`config.mk`:
```
export PLATFORM = sky130hd
export DESIGN_NAME = imem_loader
export DESIGN_NICKNAME = d
export VERILOG_FILES = /design/src/rtl/imem_loader_pkg.sv /design/src/rtl/imem_loader_word_packer.sv /design/src/rtl/imem_loader.sv
export SDC_FILE = /design/constraint.sdc
export NUM_CORES = 1
export LEC_CHECK = 0
export CELL_PAD_IN_SITES_DETAIL_PLACEMENT = 1
export CELL_PAD_IN_SITES_GLOBAL_PLACEMENT = 1
export CORE_ASPECT_RATIO = 1.4
export CORE_UTILIZATION = 43
export CTS_CLUSTER_DIAMETER = 60
export DETAILED_ROUTE_END_ITERATION = 7
export GPL_TIMING_DRIVEN = 0
export PLACE_DENSITY = 0.82
export SYNTH_ARGS = -nofsm -noshare
export SYNTH_HDL_FRONTEND = slang
export SYNTH_SLANG_ARGS = --single-unit
```
`constraint.sdc`:
```
create_clock -name clk -period 6.7 [get_ports clk]
set_input_delay 1.34 -clock clk [delete_from_list [all_inputs] [get_ports clk]]
set_output_delay 1.34 -clock clk [all_outputs]
set_load 0.005 [all_outputs]
```
`src/rtl/imem_loader_pkg.sv`:
```
// Shared types and sizing for the instruction-memory loader: FSM encoding and frame geometry.
package imem_loader_pkg;

  localparam int BYTES_PER_WORD = 4;
  localparam int LEN_BYTES      = 2;
  localparam int LEN_W          = 8 * LEN_BYTES;
  localparam int CNT_W          = $clog2(BYTES_PER_WORD);

  typedef enum logic [2:0] {
    ST_IDLE  = 3'd0,
    ST_LEN0  = 3'd1,
    ST_LEN1  = 3'd2,
    ST_DATA  = 3'd3,
    ST_WRITE = 3'd4,
    ST_DONE  = 3'd5,
    ST_ERR   = 3'd6
  } state_e;

endpackage

```
`src/rtl/imem_loader_word_packer.sv`:
```
// Collects bytes LSB-first into a 4-lane word; word_o already includes the byte pushed this cycle,
// so the word is usable on the same edge that accepts its last byte. No backpressure of its own.
module imem_word_packer
  import imem_loader_pkg::*;
(
  input  logic                        clk,
  input  logic                        rstn,
  input  logic                        clear_i,
  input  logic                        push_i,
  input  logic [7:0]                  data_i,
  output logic [8*BYTES_PER_WORD-1:0] word_o,
  output logic                        word_ready_o
);

  logic [CNT_W-1:0] byte_cnt_q;
  logic [7:0]       lane_q [BYTES_PER_WORD];

  assign word_ready_o = push_i && (byte_cnt_q == CNT_W'(BYTES_PER_WORD - 1));

  always_comb begin
    word_o = '0;
    for (int i = 0; i < BYTES_PER_WORD; i++) begin
      word_o[8*i +: 8] = (push_i && byte_cnt_q == CNT_W'(i)) ? data_i : lane_q[i];
    end
  end

  always_ff @(posedge clk or negedge rstn) begin
    if (!rstn) begin
      byte_cnt_q <= '0;
      for (int i = 0; i < BYTES_PER_WORD; i++) lane_q[i] <= '0;
    end else if (clear_i) begin
      byte_cnt_q <= '0;
    end else if (push_i) begin
      lane_q[byte_cnt_q] <= data_i;
      byte_cnt_q         <= byte_cnt_q + 1'b1;
    end
  end

endmodule

```
`src/rtl/imem_loader.sv`:
```
// Loads a length-prefixed byte stream into instruction memory word by word, holding the core in reset.
// mem_we follows the 4th byte of a word by one cycle; s_ready drops outside LEN0/LEN1/DATA.
module imem_loader
  import imem_loader_pkg::*;
#(
  parameter int DATA_WIDTH   = 32,
  parameter int MEM_CAPACITY = 10
) (
  input  logic                  clk,
  input  logic                  rstn,
  input  logic                  start,
  input  logic                  s_valid,
  input  logic [7:0]            s_data,
  output logic                  s_ready,
  output logic                  mem_we,
  output logic [DATA_WIDTH-1:0] mem_addr,
  output logic [DATA_WIDTH-1:0] mem_wdata,
  output logic                  busy,
  output logic                  done,
  output logic                  error,
  output logic                  cpu_rstn_o
);

  localparam logic [LEN_W-1:0] CAP = LEN_W'(MEM_CAPACITY);

  state_e                  state_q, state_d;
  logic [LEN_W-1:0]        n_q, word_idx_q, n_full;
  logic                    s_ready_q, mem_we_q, busy_q, done_q, error_q, cpu_rstn_q;
  logic [DATA_WIDTH-1:0]   mem_addr_q, mem_wdata_q;
  logic                    xfer, start_acc, pk_push, pk_clear, pk_ready;
  logic [8*BYTES_PER_WORD-1:0] pk_word;

  assign xfer      = s_valid && s_ready_q;
  assign start_acc = start && (state_q inside {ST_IDLE, ST_DONE, ST_ERR});
  assign n_full    = {s_data, n_q[7:0]};
  assign pk_push   = xfer && (state_q == ST_DATA);
  assign pk_clear  = start_acc || (state_q == ST_WRITE);

  imem_word_packer u_packer (
    .clk          (clk),
    .rstn         (rstn),
    .clear_i      (pk_clear),
    .push_i       (pk_push),
    .data_i       (s_data),
    .word_o       (pk_word),
    .word_ready_o (pk_ready)
  );

  always_comb begin
    state_d = state_q;
    case (state_q)
      ST_IDLE:  if (start) state_d = ST_LEN0;
      ST_LEN0:  if (xfer) state_d = ST_LEN1;
      ST_LEN1: begin
        if (xfer) begin
          if (n_full == '0)     state_d = ST_DONE;
          else if (n_full > CAP) state_d = ST_ERR;
          else                   state_d = ST_DATA;
        end
      end
      ST_DATA:  if (pk_ready) state_d = ST_WRITE;
      ST_WRITE: state_d = (word_idx_q + 1'b1 == n_q) ? ST_DONE : ST_DATA;
      ST_DONE:  if (start) state_d = ST_LEN0;
      ST_ERR:   if (start) state_d = ST_LEN0;
      default:  state_d = ST_IDLE;
    endcase
  end

  // Outputs are registered from the next state so they line up with state_q.
  always_ff @(posedge clk or negedge rstn) begin
    if (!rstn) begin
      state_q     <= ST_IDLE;
      n_q         <= '0;
      word_idx_q  <= '0;
      s_ready_q   <= 1'b0;
      mem_we_q    <= 1'b0;
      busy_q      <= 1'b0;
      done_q      <= 1'b0;
      error_q     <= 1'b0;
      cpu_rstn_q  <= 1'b0;
      mem_addr_q  <= '0;
      mem_wdata_q <= '0;
    end else begin
      state_q    <= state_d;
      s_ready_q  <= state_d inside {ST_LEN0, ST_LEN1, ST_DATA};
      busy_q     <= state_d inside {ST_LEN0, ST_LEN1, ST_DATA, ST_WRITE};
      done_q     <= (state_d == ST_DONE);
      error_q    <= (state_d == ST_ERR);
      cpu_rstn_q <= (state_d == ST_DONE);
      mem_we_q   <= (state_d == ST_WRITE);
      if (start_acc) begin
        n_q        <= '0;
        word_idx_q <= '0;
      end
      if (xfer && state_q == ST_LEN0) n_q[7:0]       <= s_data;
      if (xfer && state_q == ST_LEN1) n_q[LEN_W-1:8] <= s_data;
      if (pk_ready) begin
        mem_addr_q  <= DATA_WIDTH'(word_idx_q);
        mem_wdata_q <= DATA_WIDTH'(pk_word);
      end
      if (state_q == ST_WRITE) word_idx_q <= word_idx_q + 1'b1;
    end
  end

  assign s_ready    = s_ready_q;
  assign mem_we     = mem_we_q;
  assign mem_addr   = mem_addr_q;
  assign mem_wdata  = mem_wdata_q;
  assign busy       = busy_q;
  assign done       = done_q;
  assign error      = error_q;
  assign cpu_rstn_o = cpu_rstn_q;

endmodule
```
==> metrics.csv <==
metric,value,unit
RSZ-0062 raised after global routing,no,
"FFs w/ async S/R, synth",100,%
Core ar.,12500,µm²
Int Pwr,0.00183,W
setup violators final,0,
P_leak,3.25,nW
Cell Pwr Density,398,nW/µm²
crit-path max cell delay,0.51,ns
"area leader, netlist",dfrtp_1,
initial antenna violation count,0,
TritonCTS Buffers,17,
hold_sp,mem_addr[6],
IO Port Bufs,57,
"Seq/Total Area, Yosys",51.1,%
Initial Utilization,44.7,%
Finished Core Util,56.0,%
synthesis warning total,0,
number of max-cap violations,0,
Reg power frac,37.1,%
final max-slew violation count,0,
slew margin rel.,53.3,%
Psw,0.000951,W
CP Launch Type,input pin,
first-pass GRT wire length,25100,µm
antenna cells,0,
Sw Ratio,34.2,%
worst-case clock buffer depth,2,
GP Congestion,0.866,
worst setup path class,input pin to flip-flop,
cts repair resizes,0,
Avg WL per Cell,19.1,µm
worst hold-check path type,flip-flop to flip-flop,
Synth top area share,51.1,%
CP arrival,3.73,ns
drt pass-1 iters,8,
Top Ports,82,
GR Overflow Total,0,
Clock Power Share,31.7,%
syn_area_per_cell,10.1,µm²
area of the multi-input gates,2480,µm²
share of cells above drive strength 1,13.9,%
#FFs+latches synth,114,
crit path capture type,flip-flop,
Logic pwr share,31.1,%
Worst Tran Pin Value,0.683,ns
worst path cell trace,clkdlybuf4s50_1 -> and3b_1 -> and2_1 -> clkbuf_1 -> nand2_1 -> clkbuf_1 -> clkbuf_1 -> o21ai_0,
cts hold-fix bufs,0,
initial DRC count,206,
H-tree depth,4,
Worst-Skew Late Latency,0.43,ns
postcts setup bufs,0,
Setup crit start,s_valid,
Tmin final,3.46,ns
crit-path max FO,10,
CTS tree,yes,
die area,13400,µm²
Area contributors post-synth,"dfrtp_1, nand2_1, mux2_2, o21ai_0, mux2i_1",
CP dominant cell by count,clkbuf_1,
CP max-delay cell,clkbuf_1,
fin crit share,51.6,%
WP data required,6.98,ns
global-route usage over all layers,24.2,%
Nets,664,
register area,2850,µm²
final antenna-violating net count,0,
DRC viols,4,
setup_tns,0,ns
outcome,finished with violations,
maximum clock frequency,0.289,GHz
RR Startpoint,word_idx_q[0],
most instantiated library cell after synthesis,nand2_1,
WL final,15500,µm
largest net degree at the start of global routing,76,
Post-synth top cells,"nand2_1, dfrtp_1, o21ai_0, clkbuf_1, mux2i_1",
post-synth cell types,61,
post-DP HPWL,10700,µm
Die Width,98.3,µm
final hold violation count,0,
Worst VDD drop,0.000215,V
clock sinks,114,
Clock Root Buffer,clkbuf_16,
Via density,5.51,
DR vias,4466,
Die Ht,137,µm
Syn-to-layout area delta,25.3,%
row cnt,48,
Syn Inst Count,555,
Syn Std Cell Area,5580,µm²
Hold Crit Depth,2,
skew final,0.0110,ns
vias in the first global route,4855,
R2R depth,7,
fill count,1384,
clock-pin slew on the worst setup and hold paths,0.06,ns
"EDFF count, synth",0,
violated checks,DRC,
Main synth FF type,dfrtp_1,
## cells in the final DEF, fill, tap and decap left out, drive strengths merged, types with 3 or more instances in the layout
cell type / n
conb: 16
ha: 5
clkdlybuf4s50: 56
nor2b: 3
a21oi: 8
nand3: 13
o21ai: 54
a22o: 17
clkinv: 5
nand2: 124
nor4: 10
mux2: 24
dfrtp: 114
mux2i: 25
xor2: 8
nor2: 21
o31ai: 3
buf: 30
clkbuf: 42
nand2b: 3
and2: 4
xnor2: 18
nand4: 7
inv: 13
## registers in the layout, summed over array words and instances, names as in the netlist, 2 cells and up
signal,cells
mem_wdata,32
u_packer.lane_q,24
mem_addr,16
n_q,16
word_idx_q,16
state_q,3
u_packer.byte_cnt_q,2
## worst max-delay path, delay by kind of cell
kind / cells / cell delay, ns
buf+inv: 4 / 1.61
compound gates: 1 / 0.17
simple gates: 3 / 0.62
## final cells by class
type | instances | share of cell area (%)
buffer | 53 | 4.04
sequential | 114 | 40.8
multi-input combinational | 397 | 35.4
clock buffer | 17 | 6.08
clock inverter | 15 | 2.13
timing repair buffer | 58 | 8.52
inverter | 6 | 0.322
tap | 150 | 2.68
## per-layer routing
layer  share of wire (%)  GRT usage (%)  wire, µm  vias to the layer above
li1                    -              -         -                     2074
met1                  41           27.5      6290                     2239
met3                 3.6           4.80       562                       31
met4                 2.3           8.79       363                        0
met2                  53           45.1      8270                      122
met5                   0              0         0                        -
## metrics by stage
stage	hold slack, ns	total power [W]	cell area (µm²)	cells	setup slack, ns
finish	0.474	0.00278	6990	810	3.24
global route	0.504	0.00291	6990	810	3.08
CTS	0.479	0.00279	6990	810	3.26
detailed placement	0.465	0.00189	6420	778	2.85
global placement	0.458	0.00183	6390	777	0.0878
floorplan	0.470	0.00155	5640	570	3.87
## worst paths after layout
check / slack, ns / to
setup reg to reg: 3.96 / busy
max in group asynchronous: 5.05 / mem_wdata[26]
setup / recovery: 3.24 / mem_addr[11]
min in group asynchronous: 0.90 / mem_addr[13]
hold / removal: 0.47 / mem_addr[6]
hold reg to reg: 0.47 / mem_addr[6]
## power by group through the flow
| stage | sequential (W) | clock, W | combinational, W |
|---|---|---|---|
| floorplan | 0.000999 | 0 | 0.000548 |
| global placement | 0.00102 | 0 | 0.000807 |
| detailed placement | 0.00104 | 0 | 0.000858 |
| CTS | 0.00103 | 0.000888 | 0.000870 |
| global route | 0.00105 | 0.000915 | 0.000941 |
| finish | 0.00103 | 0.000883 | 0.000866 |
## logic make-up (layout without fill, tap and decap cells)
group	count (synthesis)	in the layout	share of synthesized area [%]
and+or+nand+nor	201	201	17.5
DFF	114	114	51.1
buffers and inverters	59	149	5.47
AOI/OAI and AO/OA	100	100	11.3
xor gates and xnor gates	26	26	4.08
other	1	16	0.0672
adders and majority gates	5	5	1.12
muxes	49	49	9.33
No activity file was read; power rests on OpenSTA's default activity.
